**config.mk**
```make
export PLATFORM = sky130hd
export DESIGN_NAME = fsgnj_pipe_flat
export DESIGN_NICKNAME = d
export VERILOG_FILES = /design/src/rtl/fsgnj_if.sv /design/src/rtl/fsgnj_pipe.sv /design/src/flat_wrapper.sv
export SDC_FILE = /design/constraint.sdc
export NUM_CORES = 1
export LEC_CHECK = 0
export ABC_AREA = 0
export ABC_CLOCK_PERIOD_IN_PS = 1800
export CAP_MARGIN = 20
export CORE_UTILIZATION = 54
export DETAILED_ROUTE_END_ITERATION = 12
export DONT_BUFFER_PORTS = 1
export PLACE_DENSITY_LB_ADDON = 0.15
export SYNTH_ARGS = -nofsm -noshare
export SYNTH_HDL_FRONTEND = slang
export SYNTH_SLANG_ARGS = --single-unit
```
**constraint.sdc**
```tcl
create_clock -name clk -period 1.8 [get_ports clk]
set_input_delay 0.09 -clock clk [delete_from_list [all_inputs] [get_ports clk]]
set_output_delay 0.09 -clock clk [all_outputs]
set_load 0.02 [all_outputs]
```
**src/rtl/fsgnj_if.sv**
```systemverilog
// fsgnj_if: handshake, operand and result bundle for the sign-injection pipeline
interface fsgnj_if #(
  parameter int FLEN = 32,
  parameter int TAGW = 5
);
  logic            flush;
  logic            in_valid;
  logic            in_ready;
  logic [FLEN-1:0] x1;
  logic [FLEN-1:0] x2;
  logic [1:0]      mode;
  logic [TAGW-1:0] in_tag;
  logic            out_valid;
  logic            out_ready;
  logic [FLEN-1:0] y;
  logic [TAGW-1:0] out_tag;
  logic            out_illegal;
  logic            busy;
  modport master (
    output flush, in_valid, x1, x2, mode, in_tag, out_ready,
    input  in_ready, out_valid, y, out_tag, out_illegal, busy
  );
  modport slave (
    input  flush, in_valid, x1, x2, mode, in_tag, out_ready,
    output in_ready, out_valid, y, out_tag, out_illegal, busy
  );
endinterface

```
**src/rtl/fsgnj_pipe.sv**
```systemverilog
// fsgnj_pipe: pipelined FSGNJ/FSGNJN/FSGNJX unit with elastic valid/ready handshake and flush
module fsgnj_pipe #(
  parameter int FLEN   = 32,
  parameter int STAGES = 1,
  parameter int TAGW   = 5
) (
  input logic    clk,
  input logic    rst,
  fsgnj_if.slave io
);
  logic [STAGES-1:0] vld_q;
  logic [STAGES-1:0] ill_q;
  logic [STAGES-1:0] adv;
  logic [FLEN-1:0]   dat_q [STAGES];
  logic [TAGW-1:0]   tag_q [STAGES];
  logic              sgn_d;
  logic [FLEN-1:0]   res_d;
  always_comb begin
    sgn_d = io.mode == 2'b00 ? io.x2[FLEN-1] :
            io.mode == 2'b01 ? ~io.x2[FLEN-1] :
            io.mode == 2'b10 ? io.x1[FLEN-1] ^ io.x2[FLEN-1] : io.x1[FLEN-1];
    res_d = {sgn_d, io.x1[FLEN-2:0]};
  end
  // a stage may advance if it or any stage downstream holds a bubble, or the output drains
  for (genvar i = 0; i < STAGES; i++) begin : g_adv
    assign adv[i] = io.out_ready | ~&vld_q[STAGES-1:i];
  end
  always_ff @(posedge clk) begin
    if (rst) begin
      vld_q <= '0;
      ill_q <= '0;
      for (int i = 0; i < STAGES; i++) begin
        dat_q[i] <= '0;
        tag_q[i] <= '0;
      end
    end else begin
      if (adv[0]) begin
        vld_q[0] <= io.in_valid;
        dat_q[0] <= res_d;
        tag_q[0] <= io.in_tag;
        ill_q[0] <= &io.mode;
      end
      for (int i = 1; i < STAGES; i++) begin
        if (adv[i]) begin
          vld_q[i] <= vld_q[i-1];
          dat_q[i] <= dat_q[i-1];
          tag_q[i] <= tag_q[i-1];
          ill_q[i] <= ill_q[i-1];
        end
      end
      if (io.flush) vld_q <= '0;
    end
  end
  assign io.in_ready    = adv[0];
  assign io.out_valid   = vld_q[STAGES-1];
  assign io.y           = dat_q[STAGES-1];
  assign io.out_tag     = tag_q[STAGES-1];
  assign io.out_illegal = ill_q[STAGES-1];
  assign io.busy        = |vld_q;
endmodule

```
**src/flat_wrapper.sv**
```systemverilog
// flat-port wrapper written by rule: the top's interface ports become plain ports
module fsgnj_pipe_flat 
#(
  parameter int FLEN   = 32,
  parameter int STAGES = 1,
  parameter int TAGW   = 5
)
  (clk, rst, io_flush, io_in_valid, io_x1, io_x2, io_mode, io_in_tag, io_out_ready, io_in_ready, io_out_valid, io_y, io_out_tag, io_out_illegal, io_busy);
  fsgnj_if #(.FLEN(FLEN), .TAGW(TAGW)) io_i ();
  input logic clk;
  input logic rst;
  input wire logic [$bits(io_i.flush)-1:0] io_flush;
  input wire logic [$bits(io_i.in_valid)-1:0] io_in_valid;
  input wire logic [$bits(io_i.x1)-1:0] io_x1;
  input wire logic [$bits(io_i.x2)-1:0] io_x2;
  input wire logic [$bits(io_i.mode)-1:0] io_mode;
  input wire logic [$bits(io_i.in_tag)-1:0] io_in_tag;
  input wire logic [$bits(io_i.out_ready)-1:0] io_out_ready;
  output wire logic [$bits(io_i.in_ready)-1:0] io_in_ready;
  output wire logic [$bits(io_i.out_valid)-1:0] io_out_valid;
  output wire logic [$bits(io_i.y)-1:0] io_y;
  output wire logic [$bits(io_i.out_tag)-1:0] io_out_tag;
  output wire logic [$bits(io_i.out_illegal)-1:0] io_out_illegal;
  output wire logic [$bits(io_i.busy)-1:0] io_busy;
  assign io_i.flush = io_flush;
  assign io_i.in_valid = io_in_valid;
  assign io_i.x1 = io_x1;
  assign io_i.x2 = io_x2;
  assign io_i.mode = io_mode;
  assign io_i.in_tag = io_in_tag;
  assign io_i.out_ready = io_out_ready;
  assign io_in_ready = io_i.in_ready;
  assign io_out_valid = io_i.out_valid;
  assign io_y = io_i.y;
  assign io_out_tag = io_i.out_tag;
  assign io_out_illegal = io_i.out_illegal;
  assign io_busy = io_i.busy;
  fsgnj_pipe #(.FLEN(FLEN), .STAGES(STAGES), .TAGW(TAGW)) u_core (.clk(clk), .rst(rst), .io(io_i));
endmodule
```
# Word level (Yosys, flattened, before mapping)
# Memory sizes are Yosys's and may differ from the RTL's.
# Index checks and enable logic that the tools add are counted.
# totals
ff_bits	2
latchBits	0
ramBits	37
mem_bits_ro	0
inputBits	76
output_inout_bits	41
word_cells	27
mem_count	2
# mem_list
name	depth	width	read_ports	rd_ports_with_merged_regs	wr	line_no	text
u_core.dat_q	1	32	1	0	1	fsgnj_pipe.sv:14	logic [FLEN-1:0] dat_q [STAGES];
u_core.tag_q	1	5	1	0	1	fsgnj_pipe.sv:15	logic [TAGW-1:0] tag_q [STAGES];
# classes
add_sub_neg	0
multipliers	0
div_mod_pow	0
order_cmp	0
n_eq_ne	2
n_shift	0
n_mux	12
bitwise_logic	3
reduce_logical	6
# op_table
op	n
$mux 32	1
$reduce_or 32->1	1
$mux 1	10
$mux 5	1
$reduce_or 5->1	1
$eq 2x1->1 const B	1
$eq 2x2->1 const B	1
$logic_not 2->1	1
$reduce_and 2->1	1
$reduce_or 2->1	1
$logic_not 1->1	1
$not 1->1	1
$or 1x1->1	1
$xor 1x1->1	1

# Longest topological paths before layout
# Gate-level depths: netlist of the first run.
# logic_depth
word_depth	7
depth_mapped	4

# Worst setup path after synthesis of the first run
# OpenSTA, ideal clock, no wires.
# synth_path
path_type	register to register
from	register u_core.vld_q, in the netlist u_core.io.busy
to	memory u_core.dat_q[0][0], enable pin
setup_time_ps	395
arrival_ps	1428
required_time_ps	1405
path_slack_ps	-23
path_stages_with_launch	3
n_path_buf	0
path_cell_list	dfxtp_1 -> nor2b_4 -> or2b_1
# synth_via
elab_chain_cells	7
# synth_rtl
element	line_no	text
start: declaration	fsgnj_pipe.sv:11	logic [STAGES-1:0] vld_q;
start signal: indexed assignment	fsgnj_pipe.sv:45	vld_q[i] <= vld_q[i-1];
$logic_not 1->1 (*)	fsgnj_pipe.sv:26	assign adv[i] = io.out_ready | ~&vld_q[STAGES-1:i];
$or 1x1->1 (*)	fsgnj_pipe.sv:26	
$mux 1 (*)	fsgnj_pipe.sv:37	if (adv[0]) begin
$mux 1 (*)	fsgnj_pipe.sv:29	if (rst) begin
$mux 1 (implied by the code) (*)	fsgnj_pipe.sv:39	dat_q[0] <= res_d;
$reduce_or 32->1 (no line)	--	
$mux 1 (no line) (*)	--	
end: declaration	fsgnj_pipe.sv:14	
# Every way passes the cells marked *; elsewhere a longest branch is shown, timed or not.

# Worst setup path in the final report of the first run
# layout_path
from	register u_core.vld_q, in the netlist u_core.io.busy
to	register u_core.ill_q, in the netlist u_core.io.out_illegal
# layout_via
elab_chain_cells	2
# layout_rtl
element	line_no	text
$logic_not 1->1	fsgnj_pipe.sv:26	
$or 1x1->1	fsgnj_pipe.sv:26	
net io_in_ready	flat_wrapper.sv:19	output wire logic [$bits(io_i.in_ready)-1:0] io_in_ready;
end signal: indexed assignment	fsgnj_pipe.sv:48	ill_q[i] <= ill_q[i-1];
end: declaration	fsgnj_pipe.sv:12	logic [STAGES-1:0] ill_q;
# The timed path passes the listed nets, and every way through them passes these cells.
# A chain may end at the register's enable or synchronous reset.

==> results of run 1 <==
## critical path: stages (launching register included)
cell,delay [ps]
sky130_fd_sc_hd__dfxtp_1,340
sky130_fd_sc_hd__nor2b_4,130
sky130_fd_sc_hd__buf_4,140
sky130_fd_sc_hd__inv_1,160
sky130_fd_sc_hd__nand3_1,110
sky130_fd_sc_hd__a21oi_1,150
sky130_fd_sc_hd__dlygate4sd3_1,560
## synthesized netlist by cell type
library cell,count
sky130_fd_sc_hd__dfxtp_1,2
sky130_fd_sc_hd__edfxtp_1,37
sky130_fd_sc_hd__inv_1,1
sky130_fd_sc_hd__nand2_1,2
sky130_fd_sc_hd__and2_2,14
sky130_fd_sc_hd__nor2b_4,1
sky130_fd_sc_hd__and2_1,22
sky130_fd_sc_hd__a21boi_0,1
sky130_fd_sc_hd__and3b_1,1
sky130_fd_sc_hd__buf_6,3
sky130_fd_sc_hd__nand3_1,1
sky130_fd_sc_hd__nor2_4,1
sky130_fd_sc_hd__or2_1,1
sky130_fd_sc_hd__nor3_1,1
sky130_fd_sc_hd__nor2_1,2
sky130_fd_sc_hd__or2b_1,1
sky130_fd_sc_hd__buf_4,1
sky130_fd_sc_hd__o31a_1,1
sky130_fd_sc_hd__a21oi_1,1
## worst max-delay path by stage
stage                     cells past startpoint                                  to
final                                         6  u_core.io.out_illegal$_SDFFE_PP0P_
after global routing                          6  u_core.io.out_illegal$_SDFFE_PP0P_
after CTS                                     6  u_core.io.out_illegal$_SDFFE_PP0P_
after detailed placement                      4   u_core.dat_q[0][22]$_SDFFCE_PN0P_
after global placement                        4   u_core.dat_q[0][17]$_SDFFCE_PN0P_
after floorplan                               2    u_core.dat_q[0][0]$_SDFFCE_PN0P_
## what timing repair did
action | in CTS | in global routing
gates resized for setup | 0 | 0
hold buffers | 40 | 0
endpoints found under the hold margin | 38 | 0
## power by group
group | leakage [uW] | switching (uW) | internal [uW]
clock network | 0.0000272 | 277 | 149
logic | 0.000343 | 46.2 | 94.5
registers | 0.000443 | 99.0 | 1060
total | 0.000813 | 422 | 1300
## metrics by stage
step                area, sq um  total power (uW)  instances  setup slack, ps  util (%)
floorplan                  1530              1240         94              221         -
global placement           1590              1250        124              453      61.7
detailed placement         1590              1250        124              406      61.7
CTS                        2040              1730        172              152      79.6
global route               2040              1790        172             83.8      79.6
finish                     2040              1720        172              161      79.6
## flip-flops by register name (all words and copies together) (netlist names)
register / flops
u_core.tag_q: 5
u_core.dat_q: 32
u_core.io.busy: 1
u_core.io.out_illegal: 1
## routing by layer
layer | GRT usage, % | vias up
li1 | - | 417
met1 | 16.6 | 391
met2 | 35.1 | 60
met3 | 9.60 | 8
met4 | 9.29 | 0
met5 | 0 | -
## logic make-up after synthesis
| family | synth area share [%] |
|---|---|
| flops | 75.1 |
| buf+inv | 2.94 |
| simple gates | 20.6 |
| compound gates | 1.39 |
## area by class of cell
type,count,area (sq um),area share (%)
clock buffer,5,37.5,1.84
clock inverter,3,20.0,0.980
inverter,1,3.75,0.184
multi-input combinational,50,338,16.5
sequential,39,1150,56.3
tap,30,37.5,1.84
timing repair buffer,44,455,22.3
==> impl_results.md, run 1 <==
- Status: finished clean
- Register clock-pin slew on the reported worst setup and hold paths: 120 ps
- Worst Hold Class: in -> reg
- Reg-to-reg critical path endpoint: u_core.io.out_illegal$_SDFFE_PP0P_
- Initial core utilization: 59.7%
- Total grt overflow: 0
- Clock sink total: 39
- Wire length on met1: 973 microns
- End point of the worst hold path: u_core.dat_q[0][31]$_SDFFCE_PN0P_
- Final-report setup violation count: 0
- Tightest hold margin: 61.4 ps
- Area of the mapped netlist: 1530 sq um
- Area of the die: 3060 sq um
- Source-to-sink clock delay at the later pin of the worst-skew pair: 330 ps
- Total setup buffers inserted after CTS: 0
- Synth area leaders: sky130_fd_sc_hd__edfxtp_1, sky130_fd_sc_hd__and2_1, sky130_fd_sc_hd__and2_2
- Clock H-tree levels: 2
- Routability congestion estimate from global placement: 0.641
- Length of the first detailed-routing pass in iterations: 4
- Pwr per Cell Area: 844 nW/um^2
- Worst VDD drop: 0.829 mV
- Worst Path Arrival: 1930 ps
- Number of global-route vias before repair: 919
- Most common cell after layout, fill and taps aside: sky130_fd_sc_hd__dlygate4sd3_1
- Peak clock frequency supported by timing: 0.610 GHz
- Crit Reg-Reg Startpoint: u_core.io.busy$_SDFFE_PP0P_
- Share of final-layout standard cells stronger than drive strength 1: 20.4%
- Highest layer used for signal routing: met4
- Number of different library cells in the post-synthesis netlist: 19
- Vias per cell: 5.09
- Post-Syn Nets: 170
- Number of design rule violations left after detail routing: 0
- Tot GR Track Use: 19.0%
- Detailed-routed wire length on met2: 1.47 mm
- Library cell occupying the most area in the post-synthesis netlist: sky130_fd_sc_hd__edfxtp_1
- Actual slew at the worst max-slew pin: 554 ps
- Placement row count: 18
- Register-to-Register Setup Slack: 160 ps
- Total negative slack for setup checks: 0 ps
- Final nets: 217
- Classification of the worst setup path: reg -> reg
- Number of nets with antenna violations after detailed routing: 0
- Critical path capture point type: register
- Hold Fails Final Rpt: 0
- Number of cells on the worst hold path: 2
- Die Ht: 55.3 microns
- Yosys warning total: 0
- Share of synthesized area occupied by flip-flops and latches: 75.1%
- Deepest clock path buffer count: 2
- Commonest non-fill, non-tap cells in the layout: sky130_fd_sc_hd__dlygate4sd3_1, sky130_fd_sc_hd__edfxtp_1, sky130_fd_sc_hd__and2_1
- Synthesis-to-finish area growth: 33.3%
- #FFs+latches synth: 39
- Worst clock skew: 7.64 ps
- Total vias in the final route: 876
- Met3 Wirelength: 251 microns
- Number of I/O port buffers: 0
- Clock tree from TritonCTS: yes
- CTS root buf: sky130_fd_sc_hd__clkbuf_4
- Maximum number of pins on one net before global-route repair: 38
- Wire length of the first global-routing pass: 4.22 mm
- FILL cells: 160
- Max Transition Viols Final: 0
- Cts bufs inserted: 5
- Headroom to the max-slew limit: 63.0%
- Final critical delay including setup and external delays: 1640 ps
- Area fraction of the dominant cell type after synthesis: 72.5%
- Total leakage power: 0.000813 uW
- Width of the die: 55.3 microns
- Number of top-level pins: 117
- Maximum fanout along the worst path: 4
- Setup crit start: u_core.io.busy$_SDFFE_PP0P_
- CP Data Required Time: 2090 ps
- Count of cells along the worst register-to-register path: 6
- Hold Path Origin: io_x2[31]
- Reported max-cap violation count: 0
- Cell count after synthesis: 94
- Core Region: 2570 sq um
- Number of antenna violations at the first check in global routing: 0
- Mean instance size in the synthesized netlist: 16.3 sq um
- Routed WL per cell: 16.1 microns
- Antenna diodes: 0
- Period utilisation layout: 91.1%
- Number of DRC violations after detailed-routing iteration 0: 8
- Type of origin of the critical path: register
- Post-detailed-routing wire length: 2.76 mm
- RSZ-0062 raised after global routing: no
Power figures use the tool's default switching activity.
==> run 2, diff against run 1 <==
Settings changed: SETUP_SLACK_MARGIN set to 0.5, SLEW_MARGIN set to 15.
==> run 2 against run 1 <==
First-iteration DRC count rose to 4.9 times the previous value. Largest power group unchanged. Critical path type unchanged. Via count grew 14%. Cell count rose by 5.8%. Clock skew hardly changed. Register-to-register slack improved by 270 ps. The run now ends with hold timing left. Clock power increased by 34%. Power rose by 11%. Sequential share of layout area is 4.3 points lower. Utilization increased by 6.8 points. Global-route usage up 5.8 points.
==> impl_results.md, run 2 (synthesis gave the netlist of run 1 again) <==
- Part of the power in combinational logic: 9.9% (+1.7 points)
- Total negative slack for setup checks: 0 ps (unchanged)
- Deepest clock path buffer count: 2 (unchanged)
- Number of antenna violations at the first check in global routing: 0 (unchanged)
- Initial core utilization: 59.7% (unchanged)
- Clock H-tree levels: 2 (unchanged)
- Commonest non-fill, non-tap cells in the layout: sky130_fd_sc_hd__dlygate4sd3_1, sky130_fd_sc_hd__edfxtp_1, sky130_fd_sc_hd__and2_1
- Place WS: 372 ps (-34.7 ps)
- Total grt overflow: 0 (unchanged)
- Total leakage power: 0.000892 uW (+9.7%)
- Crit Reg-Reg Startpoint: u_core.io.busy$_SDFFE_PP0P_
- CTS Hold Buffers Added: 41 (+2.5%)
- Status: finished, violations left
- Register-to-Register Setup Slack: 430 ps (+270 ps)
- Period utilisation layout: 76.0% (-15 points)
- Top reg by flops: u_core.dat_q
- Post-detailed-routing wire length: 3.64 mm (+32%)
- Width of the die: 55.3 microns (unchanged)
- Tightest hold margin: -66.4 ps (-128 ps)
- Internal portion of total power: 1470 uW (+13%)
- Final critical delay including setup and external delays: 1370 ps (-271 ps)
- Routed WL per cell: 20.0 microns (+24%)
- Design Area, Final: 2220 sq um (+8.6%)
- Maximum fanout along the worst path: 6 (+2)
- RSZ-0062 raised after global routing: yes
- Classification of the worst setup path: reg -> reg
- Register clock-pin slew on the reported worst setup and hold paths: 110 ps (about the same)
- Placement row count: 18 (unchanged)
- Relative contribution of the clock network to total power: 29.8% (+5.1 points)
- Tot GR Track Use: 24.9% (+5.8 points)
- Switching part of the total power: 23.5% (-1.0 points)
- Peak clock frequency supported by timing: 0.731 GHz (+20%)
- Worst VDD drop: 0.757 mV (-8.7%)
- Type of origin of the critical path: register
- Clock tree from TritonCTS: yes
- Reported max-cap violation count: 0 (unchanged)
- Pwr per Cell Area: 866 nW/um^2 (+2.6%)
- Worst Hold Class: in -> reg
- Clock sink total: 39 (unchanged)
- Share of final-layout standard cells stronger than drive strength 1: 28.3% (+7.9 points)
- CP Data Required Time: 1920 ps (-170 ps)
- Final-report setup violation count: 0 (unchanged)
- Length of the first detailed-routing pass in iterations: 5 (+1)
- Number of top-level pins: 117 (unchanged)
- Headroom to the max-slew limit: 76.6% (+14 points)
- Fin util: 86.4% (+6.8 points)
- Die Ht: 55.3 microns (unchanged)
- Total vias in the final route: 997 (+14%)
- Max Transition Viols Final: 0 (unchanged)
- Number of DRC violations after detailed-routing iteration 0: 39 (+31)
- Vias per cell: 5.48 (+7.6%)
- Worst clock skew: 7.37 ps (-0.270 ps)
- Source-to-sink clock delay at the later pin of the worst-skew pair: 350 ps (+20 ps)
- Most common cell after layout, fill and taps aside: sky130_fd_sc_hd__dlygate4sd3_1
- Failing checks: hold timing
- Actual slew at the worst max-slew pin: 350 ps (-204 ps)
- Antenna diodes: 0 (unchanged)
- Maximum number of pins on one net before global-route repair: 20 (-47%)
- Placed Instance Area: 1540 sq um (-2.6%)
- Worst Path Arrival: 1490 ps (-440 ps)
- Cts bufs inserted: 5 (unchanged)
- Hold Fails Final Rpt: 1 (+1)
- Area of the die: 3060 sq um (unchanged)
- Number of I/O port buffers: 0 (unchanged)
- Number of design rule violations left after detail routing: 0 (unchanged)
- Fin worst setup slack: 432 ps (+271 ps)
- Post-DP HPWL: 1.58 mm
- Wire length of the first global-routing pass: 5.37 mm (+27%)
- Fraction of power consumed by sequential logic: 60.3% (-6.8 points)
- Critical path capture point type: register
- Core Region: 2570 sq um (unchanged)
- Routability congestion estimate from global placement: 0.626 (-2.3%)
- Number of nets with antenna violations after detailed routing: 0 (unchanged)
- Hold Path Origin: io_out_ready
- Switching pwr: 451 uW (+6.7%)
- CTS root buf: sky130_fd_sc_hd__clkbuf_4
- Number of flip-flops in the largest register: 32 (unchanged)
- Final nets: 227 (+4.6%)
- Synthesis-to-finish area growth: 44.7%
- Largest registers in the final layout: u_core.dat_q: 32 flops, u_core.tag_q: 5 flops
- Number of global-route vias before repair: 1,054 (+15%)
- Setup crit start: u_core.io.busy$_SDFFE_PP0P_
==> run 2: path summary, 6_finish.rpt <==
| path | cells after the start | to |
|---|---|---|
| worst max-delay path | 3 | u_core.dat_q[0][25]$_SDFFCE_PN0P_ |
| worst max register to register | 3 | u_core.dat_q[0][25]$_SDFFCE_PN0P_ |
| worst min register to register | 2 | u_core.io.out_illegal$_SDFFE_PP0P_ |
| worst min-delay path | 3 | u_core.io.busy$_SDFFE_PP0P_ |
==> run 2: layout make-up <==
type	count	area [sq um]
clock inverters	3	38.8
well taps	30	37.5
clock buffers	5	37.5
multi-input cells	56	424
repair buffers	48	522
inverters	1	3.75
fillers	120	349
flip-flops and latches	39	1150
==> run 2: worst max-delay path, cell delays in order (launching register included) <==
cell and delay, ps:
sky130_fd_sc_hd__dfxtp_4 440, sky130_fd_sc_hd__nor2b_4 250, sky130_fd_sc_hd__buf_6 150, sky130_fd_sc_hd__or2b_4 300
==> run 2: metrics by stage <==
step | total power (uW) | instances
2_1_floorplan | 1240 | 94
3_3_place_gp | 1240 | 121
3_5_place_dp | 1250 | 121
4_1_cts | 1900 | 179
5_1_grt | 1980 | 182
6_report | 1920 | 182
==> run 2: power by group through the flow <==
stage	Clock (uW)	Sequential, uW	Combinational, uW
2_1_floorplan	0	1170	66.2
3_3_place_gp	0	1180	63.4
3_5_place_dp	0	1180	68.1
4_1_cts	573	1160	163
5_1_grt	614	1160	204
6_report	573	1160	190
==> run 2: timing repair <==
| action | in CTS | in global routing |
|---|---|---|
| endpoints found under the hold margin | 64 | 1 |
| pin swaps | 1 | 10 |
| gates cloned | 7 | 3 |
| buffers inserted | 2 | 0 |
| endpoints found under the setup margin | 73 | 75 |
| gates resized for setup | 12 | 10 |
==> run 2: metal layers <==
metal	share of wire, %	track usage [%]	vias to the layer above
met5	0	0	-
met1	34	23.3	471
met4	3.7	12.9	0
met3	7.8	11.5	14
met2	54	44.6	66
li1	-	-	446
==> run 3, diff against run 2 <==
Settings changed: ABC_AREA 0 to 1, ABC_CLOCK_PERIOD_IN_PS 1800 to 1400, CORE_UTILIZATION 54 to 55.
Clock period 1.8 ns to 1.4 ns, I/O delays scaled along.
==> run 3 against run 2 <==
The run now ends clean. Clock power increased by 24%. Non-clock buffer count up 2. Maximum frequency up 30%. Via count increased by 12%. Critical path depth increased by 1. Routed wire length decreased by 8.2%. Critical endpoint is now u_core.dat_q[0][4]$_SDFFCE_PN0P_. Largest cell class unchanged.
==> impl_results.md, run 3 <==
- Initial core utilization: 58.4% (-1.3 points)
- Final-report setup violation count: 0 (unchanged)
- #FFs+latches synth: 39 (unchanged)
- Cell count after synthesis: 140 (+49%)
- Top reg by flops: u_core.dat_q
- Total grt overflow: 0 (unchanged)
- Deepest clock path buffer count: 2 (unchanged)
- Number of top-level pins: 117 (unchanged)
- Core Region: 3050 sq um (+19%)
- Worst Hold Class: in -> reg
- Mean instance size in the synthesized netlist: 12.7 sq um (-22%)
- Routability congestion estimate from global placement: 0.629 (+0.51%)
- Worst VDD drop: 0.659 mV (-13%)
- Post-Syn Nets: 216 (+27%)
- Peak clock frequency supported by timing: 0.948 GHz (+30%)
- Share of synthesized registers carrying an async set or reset: 0% (unchanged)
- Pwr per Cell Area: 1030 nW/um^2 (+19%)
- Register-to-Register Setup Slack: 340 ps (-90 ps)
- Area fraction in compound gates after synthesis: 0.982% (-0.41 points)
- Critical path capture point type: register
- Worst stage delay on the critical path: 390 ps (-50 ps)
- Slowest cell on the critical path: sky130_fd_sc_hd__dfxtp_4
- Library cell occupying the most area in the post-synthesis netlist: sky130_fd_sc_hd__edfxtp_1
- CP Data Required Time: 1510 ps (-410 ps)
- Post-Synth Adder-Cell Area: 0% (unchanged)
- Post-detailed-routing wire length: 3.34 mm (-8.2%)
- Headroom to the max-slew limit: 78.3% (+1.7 points)
- Max Transition Viols Final: 0 (unchanged)
- Hold Fails Final Rpt: 0 (-1)
- Number of antenna violations at the first check in global routing: 0 (unchanged)
- Top FF cell, synth: sky130_fd_sc_hd__edfxtp_1
- Fraction of the mapped netlist area in simple logic gates: 22.2% (+1.6 points)
- Routed WL per cell: 13.9 microns (-30%)
- Number of flip-flops in the largest register: 32 (unchanged)
- Yosys warning total: 0 (unchanged)
- Maximum number of pins on one net before global-route repair: 20 (unchanged)
- Register clock-pin slew on the reported worst setup and hold paths: 110 ps (about the same)
- Total leakage power: 0.00108 uW (+21%)
- Final nets: 271 (+19%)
- Number of nets with antenna violations after detailed routing: 0 (unchanged)
- Clock H-tree levels: 2 (unchanged)
- Area fraction of the dominant cell type after synthesis: 62.3% (-10 points)
- Maximum fanout along the worst path: 8 (+2)
- Area of the die: 3480 sq um (+14%)
- Combinational family with the most area after synthesis: simple AND/OR/NAND/NOR gates
- EDFF count, synth: 37 (unchanged)
- Number of global-route vias before repair: 1,090 (+3.4%)
- Tightest hold margin: 42.4 ps (+109 ps)
- Die Ht: 59.0 microns (+6.7%)
- Placement row count: 20 (+2)
- Synth area leaders: sky130_fd_sc_hd__edfxtp_1, sky130_fd_sc_hd__nor2_4, sky130_fd_sc_hd__inv_1
- RSZ-0062 raised after global routing: yes
- Ordered list of cells on the worst path: nand2_8 -> nand2_8 -> buf_12 -> nor2_2
- Synthesis-to-finish area growth: 37.0%
- Type of origin of the critical path: register
- Crit-path most repeated cell: sky130_fd_sc_hd__nand2_8
- Period utilisation layout: 75.4% (-0.65 points)
- Number of different library cells in the post-synthesis netlist: 17 (-2)
- Most common cell after layout, fill and taps aside: sky130_fd_sc_hd__dlygate4sd3_1
- Antenna diodes: 0 (unchanged)
- CTS root buf: sky130_fd_sc_hd__clkbuf_4
- Number of DRC violations after detailed-routing iteration 0: 40 (+2.6%)
- Xor/xnor cell area share of the yosys netlist: 0% (unchanged)
- Tot GR Track Use: 20.5% (-4.4 points)
- Wire length of the first global-routing pass: 4.91 mm (-8.5%)
- Area of the mapped netlist: 1780 sq um (+16%)
- Total vias in the final route: 1,119 (+12%)
- Most used standard cells in the synthesized netlist: sky130_fd_sc_hd__inv_1, sky130_fd_sc_hd__edfxtp_1, sky130_fd_sc_hd__nor2_4, sky130_fd_sc_hd__nor2_1, sky130_fd_sc_hd__nor2_2
- Worst clock skew: 6.33 ps (-1.03 ps)
- Cts bufs inserted: 5 (unchanged)
- Vias per cell: 4.66 (-15%)
- Family with the most delay on the worst path: flip-flops
- Most used standard cell by instance count after synthesis: sky130_fd_sc_hd__inv_1
- Reported max-cap violation count: 0 (unchanged)
- Actual slew at the worst max-slew pin: 325 ps (-25.5 ps)
- Share of synthesized area occupied by flip-flops and latches: 64.5% (-11 points)
- Commonest non-fill, non-tap cells in the layout: sky130_fd_sc_hd__dlygate4sd3_1, sky130_fd_sc_hd__inv_1, sky130_fd_sc_hd__edfxtp_1
- Number of design rule violations left after detail routing: 0 (unchanged)
- Final critical delay including setup and external delays: 1060 ps (-313 ps)
- Clock sink total: 39 (unchanged)
- Fin util: 80.0% (-6.4 points)
- Width of the die: 59.0 microns (+6.7%)
- Status: finished clean
- Buffers plus inverters on the worst setup path: 1 (unchanged)
- Length of the first detailed-routing pass in iterations: 4 (-1)
- Largest registers in the final layout: u_core.dat_q: 32 flops, u_core.tag_q: 5 flops
- Share of final-layout standard cells stronger than drive strength 1: 30.6% (+2.3 points)
- Classification of the worst setup path: reg -> reg
- Worst Path Arrival: 1170 ps (-320 ps)
- Number of I/O port buffers: 0 (unchanged)
- Mux share of post-synthesis cell area: 0% (unchanged)
- Source-to-sink clock delay at the later pin of the worst-skew pair: 330 ps (-20 ps)
- Post-DP HPWL: 1.81 mm (+15%)
- Clock tree from TritonCTS: yes
- Total negative slack for setup checks: 0 ps (unchanged)
## run 3: cell types whose count changed after synthesis, moves of 2 or more
cell	previous run	this run
sky130_fd_sc_hd__and2_1	22	0
sky130_fd_sc_hd__and2_2	14	0
sky130_fd_sc_hd__nand2_1	2	8
sky130_fd_sc_hd__inv_1	1	40
sky130_fd_sc_hd__nor2_4	1	20
sky130_fd_sc_hd__inv_2	0	2
sky130_fd_sc_hd__buf_12	0	2
sky130_fd_sc_hd__nor2_1	2	11
sky130_fd_sc_hd__buf_6	3	0
sky130_fd_sc_hd__nor2_2	0	10
## run 3: kinds of logic (layout without fill, tap and decap cells)
kind of cell	count (synthesis)	after routing
flops	39	39
compound gates	3	3
buf+inv	46	100
simple gates	52	54
## run 3: where the power goes
part | internal [uW] | switching (uW) | leakage (uW)
clock network | 367 | 345 | 0.0000426
registers | 1360 | 126 | 0.000444
logic | 163 | 155 | 0.000592
total | 1890 | 626 | 0.00108
## run 3: final cells by class
| cell class | count | area, sq um |
|---|---|---|
| clock inverter | 3 | 38.8 |
| clock buffer | 5 | 37.5 |
| tap | 44 | 55.1 |
| inverter | 42 | 160 |
| sequential | 39 | 1160 |
| timing repair buffer | 50 | 515 |
| fill | 183 | 609 |
| multi-input combinational | 57 | 480 |
## run 3: path summary, 6_finish.rpt
path / start / end / cells past startpoint
max: u_core.io.busy$_SDFFE_PP0P_ / u_core.dat_q[0][4]$_SDFFCE_PN0P_ / 4
min: io_mode[1] / u_core.dat_q[0][31]$_SDFFCE_PN0P_ / 3
max reg2reg: u_core.io.busy$_SDFFE_PP0P_ / u_core.dat_q[0][4]$_SDFFCE_PN0P_ / 4
min reg2reg: u_core.io.out_illegal$_SDFFE_PP0P_ / u_core.io.out_illegal$_SDFFE_PP0P_ / 2
## run 3: through the flow
| step | area (sq um) | worst slack (ps) | cells | power (uW) |
|---|---|---|---|---|
| 3_3_place_gp | 1880 | 292 | 184 | 1700 |
| 6_report | 2440 | 345 | 240 | 2520 |
| 5_1_grt | 2440 | 321 | 240 | 2620 |
| 2_1_floorplan | 1820 | 343 | 140 | 1680 |
| 3_5_place_dp | 1880 | 280 | 184 | 1710 |
| 4_1_cts | 2420 | 345 | 238 | 2530 |
## run 3: repair_timing
action | in CTS | in global routing
setup endpoints to repair | 114 | 116
gates resized for setup | 2 | 4
pin swaps | 2 | 0
buffers inserted | 4 | 1
hold endpoints to repair | 39 | 1
gates cloned | 2 | 0
hold buffers | 40 | 1
## run 3: metal layers
| metal | GRT usage [%] | vias up | routed length, microns |
|---|---|---|---|
| li1 | - | 534 | - |
| met1 | 18.5 | 509 | 1130 |
| met2 | 37.7 | 63 | 1860 |
| met3 | 8.35 | 13 | 233 |
| met4 | 12.6 | 0 | 116 |
| met5 | 0 | - | 0 |
## run 3: worst reg2reg max path, cell delays in order (launching register included)
cell and delay [ps]:
sky130_fd_sc_hd__dfxtp_4 390, sky130_fd_sc_hd__nand2_8 100, sky130_fd_sc_hd__nand2_8 140, sky130_fd_sc_hd__buf_12 160
sky130_fd_sc_hd__nor2_2 40
